**src/rtl/pipe_seg_reg_hs.sv**
```systemverilog
// pipe_seg_reg_hs: elastic pipeline segment register with a valid/ready
// handshake and a 2-entry skid buffer (main entry M, skid entry S).
// It carries an opaque payload and supports stall, flush and bubble insertion.
// in_ready is derived only from registered state plus stall/flush, so there is
// no combinational path from out_ready to in_ready.
// Optional feature macro: SEG_PERF_CNT_EN. When it is defined, saturating
// stall/flush/transfer counters are built. Otherwise the three counter
// outputs are tied to zero.
//
// state | meaning
// ------+---------------------------------------------
// EMPTY | M invalid, S invalid (M.data = NOP_VAL)
// ONE   | M valid, S invalid
// FULL  | M valid, S valid (S holds the younger payload)
module pipe_seg_reg_hs #(
  parameter int              DW      = 32,
  parameter logic [DW-1:0]   NOP_VAL = '0,
  parameter int              CNT_W   = 32
) (
  input  logic             clk,
  input  logic             rst_n,
  input  logic             in_valid,
  output logic             in_ready,
  input  logic [DW-1:0]    in_data,
  output logic             out_valid,
  input  logic             out_ready,
  output logic [DW-1:0]    out_data,
  input  logic             stall,
  input  logic             flush,
  output logic [1:0]       occupancy,
  output logic [CNT_W-1:0] stall_cnt,
  output logic [CNT_W-1:0] flush_cnt,
  output logic [CNT_W-1:0] xfer_cnt
);

  typedef enum logic [1:0] {
    EMPTY = 2'd0,
    ONE   = 2'd1,
    FULL  = 2'd2
  } state_t;

  state_t        state_q, state_d;
  logic [DW-1:0] m_data_q, m_data_d;
  logic [DW-1:0] s_data_q, s_data_d;
  logic          m_valid, s_valid;
  logic          acc, pop;

  // State and payload registers; reset leaves both entries empty and holding bubbles.
  always_ff @(posedge clk or negedge rst_n) begin
    if (!rst_n) begin
      state_q  <= EMPTY;
      m_data_q <= NOP_VAL;
      s_data_q <= NOP_VAL;
    end else begin
      state_q  <= state_d;
      m_data_q <= m_data_d;
      s_data_q <= s_data_d;
    end
  end

  // Next-state and payload movement. Flush overrides everything else, and
  // stall needs no term here because it already masks acc and pop.
  always_comb begin
    state_d  = state_q;
    m_data_d = m_data_q;
    s_data_d = s_data_q;
    if (flush) begin
      state_d  = EMPTY;
      m_data_d = NOP_VAL;
      s_data_d = NOP_VAL;
    end else begin
      case (state_q)
        EMPTY: begin
          if (acc) begin
            state_d  = ONE;
            m_data_d = in_data;
          end
        end
        ONE: begin
          if (acc && pop) begin
            m_data_d = in_data;
          end else if (acc) begin
            state_d  = FULL;
            s_data_d = in_data;
          end else if (pop) begin
            state_d  = EMPTY;
            m_data_d = NOP_VAL;
          end
        end
        FULL: begin
          if (pop) begin
            state_d  = ONE;
            m_data_d = s_data_q;
            s_data_d = NOP_VAL;
          end
        end
        default: begin
          state_d  = EMPTY;
          m_data_d = NOP_VAL;
          s_data_d = NOP_VAL;
        end
      endcase
    end
  end

  // Handshake outputs decoded from the registered state and the stall/flush inputs.
  always_comb begin
    m_valid   = (state_q == ONE) || (state_q == FULL);
    s_valid   = (state_q == FULL);
    out_valid = m_valid && !stall;
    out_data  = m_data_q;
    in_ready  = !s_valid && !stall && !flush;
    acc       = in_valid && in_ready;
    pop       = out_valid && out_ready;
    occupancy = {1'b0, m_valid} + {1'b0, s_valid};
  end

`ifdef SEG_PERF_CNT_EN
  logic [CNT_W-1:0] stall_cnt_q, flush_cnt_q, xfer_cnt_q;

  // Saturating event counters; only reset clears them.
  always_ff @(posedge clk or negedge rst_n) begin
    if (!rst_n) begin
      stall_cnt_q <= '0;
      flush_cnt_q <= '0;
      xfer_cnt_q  <= '0;
    end else begin
      if (stall && (stall_cnt_q != '1)) stall_cnt_q <= stall_cnt_q + CNT_W'(1);
      if (flush && (flush_cnt_q != '1)) flush_cnt_q <= flush_cnt_q + CNT_W'(1);
      if (pop && (xfer_cnt_q != '1))    xfer_cnt_q  <= xfer_cnt_q + CNT_W'(1);
    end
  end

  assign stall_cnt = stall_cnt_q;
  assign flush_cnt = flush_cnt_q;
  assign xfer_cnt  = xfer_cnt_q;
`else
  assign stall_cnt = '0;
  assign flush_cnt = '0;
  assign xfer_cnt  = '0;
`endif

endmodule

```
**config.mk**
```make
export PLATFORM = sky130hd
export DESIGN_NAME = pipe_seg_reg_hs
export DESIGN_NICKNAME = d
export VERILOG_FILES = /design/src/rtl/pipe_seg_reg_hs.sv
export SDC_FILE = /design/constraint.sdc
export NUM_CORES = 1
export LEC_CHECK = 0
export BUFFER_PORTS_ARGS = -buffer_cell sky130_fd_sc_hd__buf_4
export CAP_MARGIN = 40
export CORE_MARGIN = 10
export CORE_UTILIZATION = 50
export CTS_CLUSTER_DIAMETER = 30
export DETAILED_ROUTE_END_ITERATION = 12
export HOLD_SLACK_MARGIN = 0.08
export PLACE_DENSITY = 0.85
export SLEW_MARGIN = 20
export SYNTH_ARGS = -nofsm -noshare
export SYNTH_HDL_FRONTEND = slang
export SYNTH_SLANG_ARGS = --single-unit
```
**constraint.sdc**
```tcl
create_clock -name clk -period 4.4 [get_ports clk]
set_input_delay 0.22 -clock clk [delete_from_list [all_inputs] [get_ports clk]]
set_output_delay 0.22 -clock clk [all_outputs]
set_load 0.1 [all_outputs]
```
* After elaboration in Yosys (flattened, before gate mapping)
Index checks and enable logic that the tools add are counted.
** Word-level totals
- Bits in registers :: 66
- Bits of input ports :: 38
- Output and inout bits :: 132
- Word-level logic and storage cells :: 45
** Cells by class
- $add $sub $neg :: 1
- Equality and inequality tests :: 10
- Mux-type cells :: 17
- Reductions and logical operators :: 14
** Operators by type and width (number)
- $mux W32 :: 8
- $pmux W32 S3 :: 2
- $mux W2 :: 6
- $ne A4 B4 Y1 const B :: 3
- $reduce_and A4 Y1 :: 3
- $ne A3 B3 Y1 const B :: 3
- $logic_and A1 B1 Y1 :: 6
- $pmux W2 S3 :: 1
- $logic_not A1 Y1 :: 3
- $ne A3 B2 Y1 const B :: 1
- $add A1 B1 Y2 :: 1
- $eq A2 B1 Y1 const B :: 1
- $eq A2 B2 Y1 const B :: 1
- $logic_not A2 Y1 :: 1
- $ne A2 B2 Y1 const B :: 1
- $logic_or A1 B1 Y1 :: 1

* Logic depth before layout (Yosys ltp)
Gate-level depths: netlist (run 1).
- Depth after elaboration :: 9
- Mapped depth :: 9
- Mapped depth without buffers :: 6

* Least setup slack after synthesis (run 1)
OpenSTA, ideal clock, no wires.
- Kind :: register to output
- Start point :: register state_q[0]
- End point :: output port in_ready
- Data arrival time :: 3600 ps
- Required time :: 4180 ps
- Setup slack :: 580 ps
- Cell stages (with the launch flop) :: 6
- Buffers on the path :: 2
- Cell sequence :: dfrtp_1 > inv_1 > ha_1 > buf_6 > clkbuf_1 > nor3_1
** Between the ends
- Longest elaborated chain between the ends :: 4
** RTL lines
- start, declared :: line 42 : state_t state_q, state_d;
- start signal, assigned :: line 55 : state_q <= state_d;
- $eq A2 B2 Y1 :: line 109 : s_valid = (state_q == FULL);
- $logic_not A1 Y1 :: line 112 : in_ready = !s_valid && !stall && !flush;
- $logic_and A1 B1 Y1 (2 in a row) :: line 112
- end, declared :: line 23 : output logic in_ready,
No other way between the ends.

* Worst setup path after layout (run 1)
- Start point :: register state_q[0]
- End point :: register s_data_q[0]
** Between the ends
- Longest elaborated chain between the ends :: 8
- Elaborated cells between the ends (all ways) :: 18
- Classes of those cells :: 6 x eq/ne; 2 x mux; 10 x reduce/logical
** RTL lines
- $eq A2 B2 Y1 :: line 72, 108, 109
- $logic_not A1 Y1 :: line 112
- $logic_and A1 B1 Y1 (2 in a row) :: line 112
- $logic_and A1 B1 Y1 :: line 113 : acc = in_valid && in_ready;
- $logic_and A1 B1 Y1 :: line 80 : if (acc && pop) begin
- $ne A3 B3 Y1 (no source line)
- $reduce_and A4 Y1 (no source line)
- end signal, assigned :: line 57 : s_data_q <= s_data_d;
- end, declared :: line 44 : logic [DW-1:0] s_data_q, s_data_d;
Parallel ways exist; a longest one is shown, timed or not.
A chain may end at the register's enable or synchronous reset.

==> impl_metrics.toml, run 1 <==
[floorplan]
core_area_sq_mm = 0.00687
die_h_um = 104
start_util = 0.519
placementRows = 30
ios = 170
fp.dieW_um = 104
dieArea_sq_mm = 0.0109

[power]
leakage_nw = 2.10
ir_worst_vdd_v = 0.000469
power_density_mw_per_mm2 = 742

[detailed_routing]
drt-wirelength-per-cell_um = 18.5
num_vias = 2511
remaining_drc_errors = 0
drt_iter0_drc = 217
postRouteAntennaNets = 0
routed_wl_mm = 9.05
drtPass1Iterations = 4
via_per_inst = 5.13

[finish]
area_growth_pct = 13.9
n_antenna_cell = 0
layout_common_cells = "conb_1 (96), buf_4 (78), dfrtp_1 (66), a22oi_1 (33), o2bb2ai_1 (33)"
final_core_util = 0.591
layout.cells.most_common = "conb_1"
nets = 431
drive_gt1_frac = 0.252
stdcell_count = 489

[critical_path]
rr_startpoint = "state_q[0]$_DFFE_PN0P_"
worstRegToRegCells = 8
crit_arrival_ps = 2880
r2r_setup_slack_ps = 1740
crit_end = "s_data_q[0]$_DFFE_PN0P_"
worstPathRequired_ps = 4620
crit_path_end_kind = "flip-flop"
start_kind = "flip-flop"
r2r_end = "s_data_q[0]$_DFFE_PN0P_"
crit_start = "state_q[0]$_DFFE_PN0P_"
cp_max_fo = 32
crit_type = "flip-flop to flip-flop"

[cts]
postCtsSetupRepairBufs = 0
tritoncts = "done"
clock_sinks = 66
cts_max_level = 3
post_cts_resized = 0
clock_latency_ps = 340
ctsLongestPathBuffers = 2
clockRootBuffer = "clkbuf_8"
cts_inserted_buffers = 9
cts.clk_slew.worst_paths_ps = 80

[run_status]
status = "complete, no violations"

[grt]
grtUsageTotal = 0.157
grt_pass1_vias = 2640
grt_max_degree = 67
antenna_found_initial = 0
grt_overflow_total = 0
grt_pass1_wl_mm = 14.3

[placed_design]
place_inst = 471
gp_congestion = 0.892
portBuffers = 73
dp.final_hpwl_mm = 6.48

[timing]
whs_ps = 105
rsz0062_at_grt = "false"
period_minus_slack_ps = 2660
finalSetupViolCount = 0
fin_crit_sh = 0.605
slew_viol_final = 0
skew_ps = 10.3
max_freq_mhz = 376
timing.slew.headroom = 0.581
tightest_slew_ps = 629
hold_viol = 0
fin_tns_setup_ps = 0

[synth]
synth_cell_types = 28
synth_seq_cells = 66
yosysSeqAreaShare = 0.463
syn_area_per_cell_sq_um = 11.2
yosysWarnings = 0
synth_area_sq_mm = 0.00356
synth_cells = 318

[worst_hold_path]
worst_hold_path_type = "primary input to flip-flop"

[flow_run]
maxCapViolCount = 0
[layer usage]
metal  vias up  part of all wire  track usage
met2       149              0.47        0.248
met4         0             0.011       0.0437
met3        11              0.13       0.0849
li1       1113                 -            -
met5         -                 0            0
met1      1238              0.38        0.179
[area by class of cell]
type | instances | area (sq um)
clock buffers | 10 | 128
clock inverters | 6 | 90.1
fillers | 583 | 2810
inverters | 4 | 15.0
multi-input cells | 226 | 1430
flip-flops and latches | 66 | 1650
well taps | 96 | 120
repair buffers | 81 | 631
[cells by family after synthesis]
logic type / Yosys count / synth area share
buf+inv: 121 / 0.239
compound gates: 107 / 0.243
flops: 66 / 0.463
simple gates: 15 / 0.0274
fa+ha+maj: 5 / 0.0176
mux: 2 / 0.00597
other cells: 1 / 0.00105
xor+xnor: 1 / 0.00246
[Yosys cell counts (all sizes together)]
master / number / share of area
a21oi: 4 / 0.0056
a22o: 32 / 0.079
a22oi: 33 / 0.070
a41o: 1 / 0.0028
and3b: 1 / 0.0025
buf: 105 / 0.22
clkbuf: 12 / 0.013
conb: 1 / 0.0011
dfrtp: 66 / 0.46
ha: 5 / 0.018
inv: 4 / 0.0042
mux2: 1 / 0.0032
mux2i: 1 / 0.0028
nand2: 2 / 0.0021
nand3: 1 / 0.0014
nand3b: 1 / 0.0021
nand4: 1 / 0.0018
nor2: 4 / 0.0042
nor2b: 2 / 0.0035
nor3: 1 / 0.0014
nor4: 1 / 0.0060
o21ai: 4 / 0.0056
o2bb2ai: 33 / 0.081
or3b: 1 / 0.0025
xnor2: 1 / 0.0025
[through the flow]
stage               total power [mW]  area, sq um  setup WS, ps
floorplan                       2.19         3920           580
CTS                             3.02         4040          1770
finish                          3.01         4060          1740
global route                    3.13         4060          1560
global placement                2.42         3800          1920
detailed placement              2.45         3810          1780
[worst min path at each step]
| stage | start | depth (start not counted) | end | slack, ps |
|---|---|---|---|---|
| after global placement | rst_n | 1 | out_data[0]$_DFFE_PN0P_ | 350 |
| after floorplan | rst_n | 0 | out_data[0]$_DFFE_PN0P_ | -80 |
| after detailed placement | rst_n | 1 | out_data[30]$_DFFE_PN0P_ | 370 |
| after CTS | in_data[19] | 2 | s_data_q[19]$_DFFE_PN0P_ | 90 |
| final | in_data[28] | 2 | s_data_q[28]$_DFFE_PN0P_ | 100 |
| after global routing | in_data[19] | 2 | s_data_q[19]$_DFFE_PN0P_ | 100 |
[sequential cells by signal, summed over array words and instances (netlist names)]
name and count:
state_q 2, s_data_q 32, out_data 32
[timing repair]
item / CTS / global route
hold buffers: 1 / 0
hold endpoints to repair: 66 / 0
endpoints found under the setup margin: 0 / 0
[worst max-delay path, cell delays in order (launching register included)]
cell and delay, ps:
dfrtp_1 400, inv_1 110, ha_1 380, buf_4 310, or3b_1 530, o21ai_1 210
a21oi_2 70, buf_4 250, a22o_1 280
[report_power, final]
| group | switching [mW] | internal (mW) | leakage (nW) |
|---|---|---|---|
| combinational | 1.40 | 0.290 | 1.08 |
| sequential | 0.0629 | 0.703 | 0.909 |
| clock | 0.239 | 0.321 | 0.107 |
| total | 1.70 | 1.31 | 2.10 |
(Power assumes the default switching activity.)
==> run 2, diff against run 1 <==
--- a/config.mk
+++ b/config.mk
@@ -8,11 +8,11 @@
 export BUFFER_PORTS_ARGS = -buffer_cell sky130_fd_sc_hd__buf_4
 export CAP_MARGIN = 40
 export CORE_MARGIN = 10
-export CORE_UTILIZATION = 50
+export CORE_UTILIZATION = 47
 export CTS_CLUSTER_DIAMETER = 30
 export DETAILED_ROUTE_END_ITERATION = 12
 export HOLD_SLACK_MARGIN = 0.08
-export PLACE_DENSITY = 0.85
+export PLACE_DENSITY = 0.81
 export SLEW_MARGIN = 20
 export SYNTH_ARGS = -nofsm -noshare
 export SYNTH_HDL_FRONTEND = slang
==> constraint.sdc (replaced) <==
create_clock -name clk -period 2.6 [get_ports clk]
set_input_delay 0.13 -clock clk [delete_from_list [all_inputs] [get_ports clk]]
set_output_delay 0.13 -clock clk [all_outputs]
set_load 0.1 [all_outputs]
==> run 2 against run 1 <==
Against the previous run: cell count increased by 7.4%; clock-buffer cell count down 1; critical path type unchanged; largest cell class unchanged; wire length is 0.52% higher; clock power increased by 33%.
==> impl_metrics.toml, run 2 (synthesis results as in run 1) <==
[finish]
seq_area_sq_mm = 0.00165
nets = 464
area_growth_pct = 23.0
layout_common_cells = "conb_1 (96), buf_4 (79), dfrtp_1 (66)"
n_antenna_cell = 0
drive_gt1_frac = 0.242
stdcell_count = 525
multi_input_area_sq_mm = 0.00145
layout.cells.most_common = "conb_1"
design_area_sq_mm = 0.00438
nFillCells = 595
final_core_util = 0.598

[cts]
cts_max_level = 3
clock_sinks = 66
cts.clk_slew.worst_paths_ps = 70
ctsLongestPathBuffers = 2
tritoncts = "done"
clock_latency_ps = 340
cts_inserted_buffers = 9
clockRootBuffer = "clkbuf_8"
postCtsSetupRepairBufs = 0

[grt]
grt_max_degree = 67
grt_overflow_total = 0
grt_pass1_vias = 2673
grtUsageTotal = 0.151
antenna_found_initial = 0
grt_pass1_wl_mm = 14.1

[critical_path]
start_kind = "flip-flop"
crit_arrival_ps = 2470
crit_type = "flip-flop to flip-flop"
worstPathRequired_ps = 2810
crit_path_end_kind = "flip-flop"
cp_max_fo = 35

[floorplan]
placementRows = 31
fp.dieW_um = 107
die_h_um = 107
ios = 170
core_area_sq_mm = 0.00733
start_util = 0.486
dieArea_sq_mm = 0.0115

[detailed_routing]
via_per_inst = 4.86
drt_iter0_drc = 116
drtPass1Iterations = 4
drt-wirelength-per-cell_um = 17.3
routed_wl_mm = 9.09
num_vias = 2550
postRouteAntennaNets = 0
remaining_drc_errors = 0

[power]
power_density_mw_per_mm2 = 1140
ir_worst_vdd_v = 0.000794
leakage_nw = 2.23

[timing]
skew_ps = 5.97
fin_tns_setup_ps = 0
slew_viol_final = 0
hold_viol = 0
period_minus_slack_ps = 2260
finalSetupViolCount = 0
rsz0062_at_grt = "false"
fin_crit_sh = 0.869
max_freq_mhz = 443
setup_ws_ps = 341

[run_status]
status = "complete, no violations"

[placed_design]
portBuffers = 73
postPlaceCellArea_sq_mm = 0.00386
dp.final_hpwl_mm = 6.21
gp_congestion = 0.785
pre_cts_ws_ps = 381
place_inst = 475

[flow_run]
maxCapViolCount = 0

[worst_hold_path]
worst_hold_path_type = "primary input to async pin"
run 2: cell type report:
class	instances	area share
clock buffers	9	0.0283
clock inverters	7	0.0103
inverters	4	0.00342
multi-input cells	226	0.330
flip-flops and latches	66	0.377
well taps	99	0.0283
repair buffers	114	0.223
run 2: timing repair:
action                                 4_1_cts  5_1_grt
resized for setup                            0        0
endpoints found under the hold margin       98        0
hold buffers                                33        0
run 2: final timing paths:
| path | endpoint | from | cells past startpoint | slack [ps] |
|---|---|---|---|---|
| min | out_data[3]$_DFFE_PN0P_ | rst_n | 2 | 150 |
| min in group clk | state_q[1]$_DFFE_PN0P_ | in_valid | 4 | 210 |
| max reg2reg | out_data[30]$_DFFE_PN0P_ | state_q[0]$_DFFE_PN0P_ | 8 | 340 |
| max | out_data[30]$_DFFE_PN0P_ | state_q[0]$_DFFE_PN0P_ | 8 | 340 |
| max in group asynchronous | out_data[13]$_DFFE_PN0P_ | rst_n | 3 | 1980 |
| min reg2reg | out_data[3]$_DFFE_PN0P_ | out_data[3]$_DFFE_PN0P_ | 1 | 500 |
run 2: where the power goes:
part | leakage [nW] | total [mW] | switching [mW] | internal, mW
clock | 0.0891 | 0.745 | 0.402 | 0.344
combinational | 1.23 | 2.93 | 2.38 | 0.547
sequential | 0.909 | 1.30 | 0.113 | 1.19
total | 2.23 | 4.98 | 2.90 | 2.08
run 2: critical path, stage by stage, from the launching register on:
cell	delay, ps
dfrtp_1	420
inv_1	140
ha_2	200
buf_4	380
inv_1	110
a41o_1	330
buf_4	260
a22oi_1	180
o2bb2ai_1	100
run 2: per-stage QoR:
stage | hold WS (ps) | power, mW
after floorplan | -166 | 3.71
after global placement | 269 | 4.15
after detailed placement | 275 | 4.20
after CTS | 187 | 4.99
after global routing | 158 | 5.19
final | 145 | 4.98
run 2: metal layers:
layer / part of all wire / vias to the layer above / GRT usage
li1: - / 1176 / -
met1: 0.38 / 1242 / 0.172
met2: 0.50 / 126 / 0.248
met3: 0.12 / 6 / 0.0665
met4: 0.0075 / 0 / 0.0503
met5: 0 / - / 0
